[src/rtl/lb_lockstep_monitor.sv]
// ---------------------------------------------------------------------------
// lb_lockstep_monitor
//
// Purpose:
//   Watches the load-buffer observation ports of two lockstep core copies.
//   A start pulse launches a run: an optional ARM delay, then a WATCH window
//   of WINDOW+1 cycles in which both copies are compared every cycle. The
//   first divergence in the run is latched (kind, WATCH index, both
//   addresses) and held until the next start or reset. Every result is a
//   flop output, so all consumers see the same registered verdict.
//
// Parameters:
//   XLEN       width of the load-buffer address/data ports
//   CNT_W      width of the WATCH index counter
//   ARM_DELAY  cycles spent in ARM before comparing (0 skips ARM)
//   WINDOW     last WATCH index compared (0 .. 2^CNT_W-2)
//
// Ports:
//   clock        in   rising-edge clock
//   reset        in   asynchronous, active-high; clears all state
//   start        in   single-cycle pulse; honoured in IDLE and DONE only
//   cmp_data_en  in   when 1, a data difference also counts as divergence
//   lb_valid1/2  in   copy-1 / copy-2 load-buffer entry valid
//   lb_addr1/2   in   copy-1 / copy-2 load-buffer address
//   lb_data1/2   in   copy-1 / copy-2 load-buffer data
//   busy         out  high in ARM or WATCH
//   done         out  high in DONE
//   diverge      out  sticky flag: a mismatch was seen in this run
//   div_kind     out  00 none, 01 valid, 10 addr, 11 data
//   div_cycle    out  WATCH index of the first mismatch
//   div_addr1/2  out  lb_addr1 / lb_addr2 at the first mismatch
//   watch_cnt    out  current WATCH index (holds at WINDOW in DONE)
// ---------------------------------------------------------------------------
module lb_lockstep_monitor #(
  parameter int XLEN      = 32,
  parameter int CNT_W     = 8,
  parameter int ARM_DELAY = 2,
  parameter int WINDOW    = 12
) (
  input  logic             clock,
  input  logic             reset,
  input  logic             start,
  input  logic             cmp_data_en,
  input  logic             lb_valid1,
  input  logic [XLEN-1:0]  lb_addr1,
  input  logic [XLEN-1:0]  lb_data1,
  input  logic             lb_valid2,
  input  logic [XLEN-1:0]  lb_addr2,
  input  logic [XLEN-1:0]  lb_data2,
  output logic             busy,
  output logic             done,
  output logic             diverge,
  output logic [1:0]       div_kind,
  output logic [CNT_W-1:0] div_cycle,
  output logic [XLEN-1:0]  div_addr1,
  output logic [XLEN-1:0]  div_addr2,
  output logic [CNT_W-1:0] watch_cnt
);

  // -------------------------------------------------------------------------
  // Constants
  // -------------------------------------------------------------------------
  typedef enum logic [1:0] {
    ST_IDLE  = 2'd0,
    ST_ARM   = 2'd1,
    ST_WATCH = 2'd2,
    ST_DONE  = 2'd3
  } state_t;

  localparam logic [1:0] KIND_NONE  = 2'b00;
  localparam logic [1:0] KIND_VALID = 2'b01;
  localparam logic [1:0] KIND_ADDR  = 2'b10;
  localparam logic [1:0] KIND_DATA  = 2'b11;

  // The arm counter only has to reach ARM_DELAY-1, so it is sized for that
  // and never wider than one bit when ARM is absent or trivially short.
  localparam int ARM_W = (ARM_DELAY > 2) ? $clog2(ARM_DELAY) : 1;
  localparam logic [ARM_W-1:0] ARM_LAST =
    ARM_W'((ARM_DELAY > 0) ? (ARM_DELAY - 1) : 0);
  localparam logic [CNT_W-1:0] WINDOW_LAST = CNT_W'(WINDOW);

  // -------------------------------------------------------------------------
  // State and datapath registers
  // -------------------------------------------------------------------------
  state_t             state_reg,     state_next;
  logic [ARM_W-1:0]   arm_cnt_reg,   arm_cnt_next;
  logic [CNT_W-1:0]   watch_cnt_reg, watch_cnt_next;
  logic               diverge_reg,   diverge_next;
  logic [1:0]         div_kind_reg,  div_kind_next;
  logic [CNT_W-1:0]   div_cycle_reg, div_cycle_next;
  logic [XLEN-1:0]    div_addr1_reg, div_addr1_next;
  logic [XLEN-1:0]    div_addr2_reg, div_addr2_next;

  // -------------------------------------------------------------------------
  // Per-cycle comparison of the two copies
  // -------------------------------------------------------------------------
  logic       both_valid;
  logic       valid_mm;
  logic       addr_mm;
  logic       data_mm;
  logic       any_mm;
  logic [1:0] mm_kind;

  // Address and data only matter when both copies hold a valid entry; two
  // invalid entries are considered equal whatever their payload.
  assign both_valid = lb_valid1 & lb_valid2;
  assign valid_mm   = lb_valid1 ^ lb_valid2;
  assign addr_mm    = both_valid & (lb_addr1 != lb_addr2);
  assign data_mm    = cmp_data_en & both_valid & (lb_data1 != lb_data2);
  assign any_mm     = valid_mm | addr_mm | data_mm;

  // Priority valid > addr > data.
  always_comb begin
    mm_kind = KIND_NONE;
    if (valid_mm) begin
      mm_kind = KIND_VALID;
    end else if (addr_mm) begin
      mm_kind = KIND_ADDR;
    end else if (data_mm) begin
      mm_kind = KIND_DATA;
    end
  end

  // -------------------------------------------------------------------------
  // Run control helpers
  // -------------------------------------------------------------------------
  logic launch;      // start honoured this cycle (IDLE or DONE only)
  logic arm_last;    // final ARM cycle
  logic watch_last;  // final WATCH cycle

  assign launch     = start & ((state_reg == ST_IDLE) | (state_reg == ST_DONE));
  assign arm_last   = (state_reg == ST_ARM) & (arm_cnt_reg == ARM_LAST);
  assign watch_last = (state_reg == ST_WATCH) & (watch_cnt_reg == WINDOW_LAST);

  // -------------------------------------------------------------------------
  // FSM: state register
  // -------------------------------------------------------------------------
  always_ff @(posedge clock or posedge reset) begin
    if (reset) begin
      state_reg <= ST_IDLE;
    end else begin
      state_reg <= state_next;
    end
  end

  // -------------------------------------------------------------------------
  // FSM: next-state logic
  // -------------------------------------------------------------------------
  always_comb begin
    state_next = state_reg;
    case (state_reg)
      ST_IDLE, ST_DONE: begin
        if (start) begin
          state_next = (ARM_DELAY > 0) ? ST_ARM : ST_WATCH;
        end
      end
      ST_ARM: begin
        if (arm_last) begin
          state_next = ST_WATCH;
        end
      end
      ST_WATCH: begin
        if (watch_last) begin
          state_next = ST_DONE;
        end
      end
      default: state_next = ST_IDLE;
    endcase
  end

  // -------------------------------------------------------------------------
  // FSM: outputs (decoded from the state register only)
  // -------------------------------------------------------------------------
  always_comb begin
    busy = 1'b0;
    done = 1'b0;
    case (state_reg)
      ST_ARM:   busy = 1'b1;
      ST_WATCH: busy = 1'b1;
      ST_DONE:  done = 1'b1;
      default: begin
        busy = 1'b0;
        done = 1'b0;
      end
    endcase
  end

  // -------------------------------------------------------------------------
  // Counter next-state logic
  // -------------------------------------------------------------------------
  always_comb begin
    arm_cnt_next   = arm_cnt_reg;
    watch_cnt_next = watch_cnt_reg;

    if (launch) begin
      arm_cnt_next   = '0;
      watch_cnt_next = '0;
    end else if (state_reg == ST_ARM) begin
      arm_cnt_next = arm_cnt_reg + 1'b1;
      if (arm_last) begin
        watch_cnt_next = '0;
      end
    end else if (state_reg == ST_WATCH) begin
      // The index stops at WINDOW so it reads as the last compared cycle
      // for as long as the run sits in DONE.
      if (!watch_last) begin
        watch_cnt_next = watch_cnt_reg + 1'b1;
      end
    end
  end

  // -------------------------------------------------------------------------
  // Divergence capture next-state logic
  // -------------------------------------------------------------------------
  always_comb begin
    diverge_next   = diverge_reg;
    div_kind_next  = div_kind_reg;
    div_cycle_next = div_cycle_reg;
    div_addr1_next = div_addr1_reg;
    div_addr2_next = div_addr2_reg;

    if (launch) begin
      diverge_next   = 1'b0;
      div_kind_next  = KIND_NONE;
      div_cycle_next = '0;
      div_addr1_next = '0;
      div_addr2_next = '0;
    end else if ((state_reg == ST_WATCH) && any_mm && !diverge_reg) begin
      // Only the first mismatch of a run is recorded; diverge_reg gates
      // every later one out.
      diverge_next   = 1'b1;
      div_kind_next  = mm_kind;
      div_cycle_next = watch_cnt_reg;
      div_addr1_next = lb_addr1;
      div_addr2_next = lb_addr2;
    end
  end

  // -------------------------------------------------------------------------
  // Datapath registers
  // -------------------------------------------------------------------------
  always_ff @(posedge clock or posedge reset) begin
    if (reset) begin
      arm_cnt_reg   <= '0;
      watch_cnt_reg <= '0;
      diverge_reg   <= 1'b0;
      div_kind_reg  <= KIND_NONE;
      div_cycle_reg <= '0;
      div_addr1_reg <= '0;
      div_addr2_reg <= '0;
    end else begin
      arm_cnt_reg   <= arm_cnt_next;
      watch_cnt_reg <= watch_cnt_next;
      diverge_reg   <= diverge_next;
      div_kind_reg  <= div_kind_next;
      div_cycle_reg <= div_cycle_next;
      div_addr1_reg <= div_addr1_next;
      div_addr2_reg <= div_addr2_next;
    end
  end

  // -------------------------------------------------------------------------
  // Output drive
  // -------------------------------------------------------------------------
  assign diverge   = diverge_reg;
  assign div_kind  = div_kind_reg;
  assign div_cycle = div_cycle_reg;
  assign div_addr1 = div_addr1_reg;
  assign div_addr2 = div_addr2_reg;
  assign watch_cnt = watch_cnt_reg;

endmodule

[config.mk]
export PLATFORM = sky130hd
export DESIGN_NAME = lb_lockstep_monitor
export DESIGN_NICKNAME = d
export VERILOG_FILES = /design/src/rtl/lb_lockstep_monitor.sv
export SDC_FILE = /design/constraint.sdc
export NUM_CORES = 1
export LEC_CHECK = 0
export ABC_AREA = 1
export BUFFER_PORTS_ARGS = -buffer_cell sky130_fd_sc_hd__buf_2
export CAP_MARGIN = 25
export CORE_ASPECT_RATIO = 1.75
export CORE_MARGIN = 2
export CORE_UTILIZATION = 44
export DETAILED_ROUTE_END_ITERATION = 16
export PLACE_DENSITY = 0.78
export SYNTH_ARGS = -nofsm -noshare
export SYNTH_HDL_FRONTEND = slang
export SYNTH_SLANG_ARGS = --single-unit
[constraint.sdc]
create_clock -name clock -period 2.4 [get_ports clock]
set_input_delay 0 -clock clock [delete_from_list [all_inputs] [get_ports clock]]
set_output_delay 0 -clock clock [all_outputs]
set_load 0.02 [all_outputs]
==> summary.txt, run 1 <==
status = completed
CTS tree = done
Avg Inst Size Synth = 7.117 um2
CP endpoint kind = flop
FF/Latch Area = 2152 um2
adder-cell share of the synthesized area = 1.728%
WL final = 15280 um
Crit path arrival time = 2.31 ns
Hold WC Path Type = input pin to flop
Post-synth ARST share = 100.0%
Die Wd = 85.13 um
RSZ-0062 raised after global routing = false
Slew Limit Fails = 0
period utilisation layout = 85.29%
Worst-Skew Late Latency = 0.33 ns
Synth Area in Compound Gates = 1.630%
Simple-Gate Fraction of Synth Area = 34.40%
Worst Hold Depth = 5
Reg2Reg Capture Point = div_addr2[5]
startpoint class of the critical path = input pin
CP Class = input pin to flop
P_leak = 4.013 nW
PnR worst setup slack = 0.3531 ns
PortBufs = 218
Reg clk slew, reported paths = 0.06 ns
final net count = 1096
power per standard cell area = 1126 nW/um2
Final setup viols = 0
met3 Usage GRT = 3.630%
chip height = 146.0 um
area occupied by multi-input gates = 2381 um2
hold_sp = lb_addr2[27]
root buffer cell = clkbuf_16
Syn. warnings = 0
DR DRC count = 0
met1 Track Usage GR = 24.99%
CP Max Fanout = 45
final hold vios = 0
CORE AREA = 11170 um2
max_cap viols = 0
clock tree buffer depth = 2
final setup skew = 0.005582 ns
Fmax = 488.5 MHz
I/O pins = 219
GRT Total Usage = 24.41%
Yosys reg bits = 86
cell area after synthesis = 5067 um2
Synth area leader = dfrtp_1
most frequent cells in the layout = nand2_1 (241), buf_2 (218), nor2_1 (98)
synth top area cells = dfrtp_1 (42%), nand2_1 (18%), xnor2_1 (9.0%)
CTS buffer count = 9
layout cells sized above 1 = 27.19%
total power draw = 7.749 mW
post-synth cell types = 24
GRT met2 Usage = 45.70%
Iteration-0 DRC Markers = 206
Detailed Routing Iterations Pass 1 = 4
clock sinks = 86
FF-to-FF path depth = 8
Starting Density = 45.38%
H-tree depth = 3
peak supply drop = 803.9 uV
worst slew pin tran = 0.7509 ns
R2R Path Start = state_reg[0]
CP Data Required Time = 2.66 ns
antenna violations before repair = 0
commonest non-fill, non-tap cell in the layout = nand2_1
ant diodes = 0
Setup Buffers After CTS = 0
post-synthesis mux area share = 0.1975%
post-place setup slack = 0.4329 ns
WHS Endpoint = div_addr2[27]
largest family of logic cells by synthesized area = simple AND/OR/NAND/NOR gates
Post-synth EDFFs = 0
Via density = 4.817
fill count = 996
R2R setup slack = 0.45 ns
top-area cell type share of the netlist area = 42.47%
die area = 12430 um2
Vias = 5260
Cell Rows = 51
Final Wtd Congestion = 0.8892
Final min period = 2.047 ns
largest net degree at the start of global routing = 74
xor/xnor share of the synthesized area = 8.988%
most used routing layer in global routing = met2
DP Wirelength = 10930 um
worst hold margin = 0.004492 ns
Max-slew headroom = 49.94%
Mapped Nets = 853
first-pass GRT wire length = 24410 um
Syn Inst Count = 712
WL/cell = 13.99 um
vias in the first global route = 5315
Total Neg Setup Slack = 0 ns
most common flop cell mapped by yosys = dfrtp_1
Overflow after GRT = 0
P&R area growth vs syn = 35.85%
sequential share of the synthesized area = 42.47%
post-route ant nets = 0
==> worst max-delay path, cell delays in order <==
cell           delay (ns)
dlygate4sd3_1        0.57
buf_2                0.15
xnor2_1              0.16
nand2_1              0.07
nor2_1               0.17
nand2_1              0.09
nor2_1               0.10
nand2_1              0.05
nand2_1              0.10
nand3_1              0.10
nand3_2              0.09
buf_4                0.40
nand3_1              0.15
nand2_1              0.10
==> cells in the mapped netlist (all sizes together), types with 3 or more instances <==
cell    count
nand3      80
a21oi       4
nor2       98
ha          7
nand2     243
inv        89
xnor2      52
nor3        5
buf        16
clkbuf     16
nand4       3
dfrtp      86
o21ai       9
==> layer usage <==
layer,wire length (um),vias up
met4,709,0
met5,0,-
met3,881,53
met2,8218,227
met1,5470,2343
li1,-,2637
==> power by group <==
group / switching [mW] / internal (mW)
Sequential: 0.332 / 2.03
Clock: 0.556 / 0.942
Combinational: 2.63 / 1.26
==> metrics by stage <==
step           instances  cell area, um2  util (%)
2_1_floorplan        712            5067         -
6_report            1092            6884     61.65
3_3_place_gp        1040            6200     55.52
3_5_place_dp        1040            6200     55.52
5_1_grt             1092            6884     61.65
4_1_cts             1092            6884     61.65
==> layout make-up <==
type | count | share of cell area, %
multi-input combinational | 505 | 34.59
sequential | 86 | 31.26
timing repair buffer | 264 | 22.17
inverter | 89 | 4.871
clock buffer | 11 | 3.526
tap | 132 | 2.399
clock inverter | 5 | 1.181
==> worst max path at each step <==
stage                             from            end  slack (ns)  cells after the start
final                     lb_addr2[21]   div_addr2[9]        0.35                     14
after global routing      lb_addr2[21]  div_addr2[21]        0.13                     14
after CTS                 state_reg[0]  div_addr2[11]        0.43                      8
after detailed placement  state_reg[0]  div_addr2[11]        0.43                      8
after global placement    state_reg[0]  div_addr2[11]        0.47                      8
after floorplan                  reset    arm_cnt_reg        0.18                      1
==> logic make-up after synthesis <==
kind of cell | count (synthesis)
AO/OA/AOI/OAI | 15
flip-flops | 86
multiplexers | 1
AND/OR/NAND/NOR | 430
buffers and inverters | 121
XOR/XNOR | 52
adder cells (fa/ha/maj) | 7
==> what timing repair did <==
item                                   4_1_cts  5_1_grt
resized for setup                            0        0
hold buffers                                36        0
endpoints found under the hold margin      121        0
No activity file was read; power rests on OpenSTA's default activity.
==> inputs of run 2 (changes only) <==
CORE_UTILIZATION = 40   (was 44)
PLACE_DENSITY = 0.72   (was 0.78)
==> summary.txt, run 2 (synthesis results as in run 1) <==
post-route ant nets = 0 (unchanged)
vias in the first global route = 5340 (+0.47%)
WL/cell = 13.99 um (about the same)
GRT Total Usage = 23.66% (-0.75 points)
power per standard cell area = 1090 nW/um2 (-3.1%)
Via density = 4.727 (-1.9%)
CTS buffer count = 9 (unchanged)
WHS Endpoint = div_addr1[18]
Reg2Reg Capture Point = watch_cnt[4]
H-tree depth = 3 (unchanged)
status = completed
CORE AREA = 12430 um2 (+11%)
CTS tree = done
most frequent cells in the layout = nand2_1 (241), buf_2 (218), nor2_1 (98)
post-place setup slack = 0.3508 ns (-0.08218 ns)
CP endpoint kind = flop
DP Wirelength = 11050 um (+1.1%)
Iteration-0 DRC Markers = 212 (+2.9%)
WL final = 15920 um (+4.2%)
I/O pins = 219 (unchanged)
Total Neg Setup Slack = 0 ns (unchanged)
antenna violations before repair = 0 (unchanged)
total power draw = 7.682 mW (-0.87%)
Vias = 5379 (+2.3%)
P&R area growth vs syn = 39.04%
PortBufs = 218 (unchanged)
period utilisation layout = 90.91% (+5.6 points)
max_cap viols = 0 (unchanged)
largest net degree at the start of global routing = 76 (+2.7%)
first-pass GRT wire length = 24960 um (+2.3%)
FF-to-FF path depth = 10 (+2)
CP Max Fanout = 34 (-24%)
clock tree buffer depth = 2 (unchanged)
post-CTS sizing = 0 (unchanged)
Hold WC Path Type = input pin to flop
R2R setup slack = 0.46 ns (about the same)
peak supply drop = 662.9 uV (-18%)
Reg clk slew, reported paths = 0.06 ns (about the same)
ant diodes = 0 (unchanged)
Cell Rows = 54 (+5.9%)
Worst-Skew Late Latency = 0.34 ns (about the same)
startpoint class of the critical path = input pin
Slew Limit Fails = 0 (unchanged)
chip height = 152.9 um (+4.7%)
Worst Hold Depth = 5 (unchanged)
DR DRC count = 0 (unchanged)
worst hold margin = 0.004545 ns (+0.00005357 ns)
Final min period = 2.182 ns (+0.1348 ns)
CP Data Required Time = 2.62 ns (-0.04 ns)
layout cells sized above 1 = 26.80% (-0.38 points)
R2R Path Start = state_reg[0]
root buffer cell = clkbuf_16
Final Wtd Congestion = 0.8813 (-0.89%)
Final setup viols = 0 (unchanged)
die area = 13620 um2 (+9.6%)
final net count = 1106 (+0.91%)
Die Wd = 89.08 um (+4.6%)
Fmax = 458.3 MHz (-6.2%)
Starting Density = 40.76% (-4.6 points)
Crit path arrival time = 2.41 ns (+0.10 ns)
RSZ-0062 raised after global routing = false
Max-slew headroom = 60.21% (+10 points)
final setup skew = 0.004315 ns (-0.001267 ns)
clock sinks = 86 (unchanged)
hold_sp = lb_addr1[18]
PnR worst setup slack = 0.2182 ns (-0.1348 ns)
commonest non-fill, non-tap cell in the layout = nand2_1
P_leak = 4.052 nW (+0.97%)
Overflow after GRT = 0 (unchanged)
Detailed Routing Iterations Pass 1 = 5 (+1)
CP Class = input pin to flop
final hold vios = 0 (unchanged)
final core area utilization = 56.67% (-5.0 points)
worst slew pin tran = 0.5961 ns (-0.1548 ns)
[run 2: changes by cell type in the layout (fill, tap and decap cells not counted), sizes merged]
| cell | change |
|---|---|
| bufinv | -2 |
| dlygate4sd3 | +12 |
| buf | -2 |
| clkinvlp | +1 |
| clkbuf | -1 |
| clkinv | +2 |
[run 2: routing by layer]
metal / share of wire [%] / track usage, %
met2: 54 / 43.03
met5: 0 / 0
met4: 4.2 / 11.94
met3: 6.3 / 4.104
met1: 36 / 24.97
[run 2: through the flow]
stage                     instances  area, um2
final                          1138       7046
after global routing           1138       7046
after CTS                      1138       7046
after detailed placement       1074       6280
after global placement         1074       6280
after floorplan                 712       5067
[run 2: worst max-delay path: stages]
cell and delay (ns):
dlygate4sd3_1 0.53, buf_2 0.14, xnor2_1 0.24, nand2_1 0.09
nor2_1 0.15, nand2_1 0.07, nor2_1 0.13, nand2_1 0.07
nand2_1 0.09, nand3_1 0.10, nand3_2 0.11, nand2_2 0.26
buf_12 0.28, nand2_1 0.08, nand2_1 0.06
[run 2: repair_timing]
item | 4_1_cts | 5_1_grt
buffers inserted | 0 | 0
hold buffers | 48 | 0
hold endpoints to repair | 78 | 0
[run 2: final cells by class]
class                      instances  area (um2)
fill                            1196        5386
multi-input combinational        505        2381
sequential                        86        2152
timing repair buffer             274        1682
inverter                          89       335.3
clock buffer                      10       239.0
tap                              168       210.2
clock inverter                     6       46.29
[run 2: power by group]
group / switching [mW] / internal (mW) / leakage [nW]
clock network: 0.588 / 0.735 / 0.135
logic: 2.68 / 1.33 / 2.81
registers: 0.320 / 2.03 / 1.11
total: 3.59 / 4.09 / 4.05
[run 2: worst max path at each step]
| stage | from | endpoint | depth (start not counted) |
|---|---|---|---|
| floorplan | reset | arm_cnt_reg | 1 |
| global placement | lb_addr2[31] | div_addr1[14] | 14 |
| detailed placement | lb_addr2[31] | div_addr2[12] | 14 |
| CTS | lb_addr2[31] | div_addr1[6] | 15 |
| global route | lb_addr2[31] | div_addr1[0] | 15 |
| finish | lb_addr2[31] | div_addr1[0] | 15 |
==> inputs of run 3 (changes only) <==
CORE_MARGIN = default   (was 2)
==> summary.txt, run 3 (synthesis results as in run 1) <==
Starting Density = 40.76% (unchanged)
final setup skew = 0.007397 ns (+0.003082 ns)
chip height = 150.9 um (-1.3%)
max_cap viols = 0 (unchanged)
CTS tree = done
total power draw = 7.627 mW (-0.71%)
final core area utilization = 56.18% (-0.49 points)
Final Wtd Congestion = 0.8603 (-2.4%)
CP Max Fanout = 37 (+8.8%)
clock tree buffer depth = 2 (unchanged)
post-route ant nets = 0 (unchanged)
DP Wirelength = 10670 um (-3.5%)
Cell Rows = 54 (unchanged)
Reg clk slew, reported paths = 0.07 ns (about the same)
DR DRC count = 0 (unchanged)
WL/cell = 13.63 um (-2.6%)
Detailed Routing Iterations Pass 1 = 5 (unchanged)
CP cell instances = dlygate4sd3_1 > buf_2 > xnor2_1 > nand2_1 > nor2_1 > nand2_1 > nor2_1 > nand2_1 > nand2_1 > nand3_1 > nand3_2 > buf_4 > nand3_1 > nand2_1
largest net degree at the start of global routing = 76 (unchanged)
Iteration-0 DRC Markers = 238 (+12%)
Max-slew headroom = 44.03% (-16 points)
Total Neg Setup Slack = 0 ns (unchanged)
worst slew pin tran = 0.8396 ns (+0.2435 ns)
clock sinks = 86 (unchanged)
root buffer cell = clkbuf_16
antenna violations before repair = 0 (unchanged)
CP endpoint kind = flop
Die Wd = 87.08 um (-2.2%)
hold_buf cts = 45 (-6.3%)
peak supply drop = 1097 uV (+66%)
Final min period = 2.090 ns (-0.09149 ns)
Area after DPL = 6250 um2 (-0.48%)
Overflow after GRT = 0 (unchanged)
P_leak = 4.027 nW (-0.62%)
CORE AREA = 12430 um2 (unchanged)
ant diodes = 0 (unchanged)
Crit path arrival time = 2.36 ns (-0.05 ns)
startpoint class of the critical path = input pin
status = completed
P&R area growth vs syn = 37.83%
CP Data Required Time = 2.67 ns (+0.05 ns)
CP max stage delay = 0.54 ns (about the same)
fill count = 1205 (+0.75%)
I/O pins = 219 (unchanged)
period utilisation layout = 87.10% (-3.8 points)
layout cells sized above 1 = 26.96% (+0.16 points)
Fmax = 478.4 MHz (+4.4%)
final instance area = 6984 um2 (-0.87%)
RSZ-0062 raised after global routing = false
Setup Buffers After CTS = 0 (unchanged)
vias in the first global route = 5129 (-4.0%)
H-tree depth = 3 (unchanged)
WL final = 15480 um (-2.8%)
Hold WC Path Type = input pin to flop
die area = 13140 um2 (-3.5%)
final hold vios = 0 (unchanged)
commonest non-fill, non-tap cell in the layout = nand2_1
PortBufs = 218 (unchanged)
power per standard cell area = 1092 nW/um2 (+0.16%)
Final setup viols = 0 (unchanged)
Worst-Skew Late Latency = 0.34 ns (about the same)
most frequent cells in the layout = nand2_1 (241), buf_2 (218), nor2_1 (98)
Vias = 5423 (+0.82%)
slowest CP cell = dlygate4sd3_1
Slew Limit Fails = 0 (unchanged)
final net count = 1104 (-0.18%)
GRT Total Usage = 23.91% (+0.25 points)
Via density = 4.774 (+1.0%)
CP Class = input pin to flop
first-pass GRT wire length = 24060 um (-3.6%)
R2R setup slack = 0.43 ns (-0.03 ns)
most used cell, CP = nand2_1
CTS buffer count = 9 (unchanged)
post-CTS sizing = 0 (unchanged)
==> run 3: layout make-up <==
class / count / area [um2] / share of cell area, %
multi-input combinational: 505 / 2381 / 34.09
inverter: 89 / 335.3 / 4.801
clock buffer: 10 / 239.0 / 3.422
clock inverter: 6 / 45.04 / 0.6449
sequential: 86 / 2152 / 30.81
timing repair buffer: 272 / 1622 / 23.22
tap: 168 / 210.2 / 3.010
==> run 3: per-layer routing <==
metal	vias to the layer above	global-route usage [%]	routed length, um
met3	58	3.488	858
met2	251	42.13	8142
li1	2645	-	-
met5	-	0	0
met1	2469	26.34	5654
met4	0	15.58	823
==> run 3: metrics by stage <==
step / setup slack (ns) / cells / hold slack (ns)
after CTS: 0.3309 / 1136 / 0.0002331
after global placement: 0.4946 / 1075 / 0.08176
final: 0.3097 / 1136 / 0.009036
after detailed placement: 0.4509 / 1075 / 0.07337
after global routing: 0.07120 / 1136 / 0.02056
after floorplan: 0.1782 / 712 / 0.1933
==> run 3: power by group <==
group	switching, mW	leakage (nW)	total [mW]	internal [mW]
clock	0.595	0.132	1.33	0.735
combinational	2.68	2.79	3.94	1.27
sequential	0.327	1.11	2.35	2.03
total	3.60	4.03	7.63	4.03
==> run 3: worst paths after layout <==
check | startpoint | end | cells past startpoint
worst max-delay path | lb_addr1[20] | div_addr2[23] | 14
worst min-delay path | lb_addr1[31] | div_addr1[31] | 5
worst max register to register | state_reg[0] | div_addr1[7] | 8
worst min register to register | div_kind[0] | div_kind[0] | 2
max in group asynchronous | reset | div_addr1[6] | 4
min in group asynchronous | reset | div_cycle[0] | 3
==> run 3: critical path: cells and delay by family <==
kind / cells / cell delay [ns]
xor gates and xnor gates: 1 / 0.20
buffers and inverters: 3 / 1.06
and+or+nand+nor: 10 / 1.10
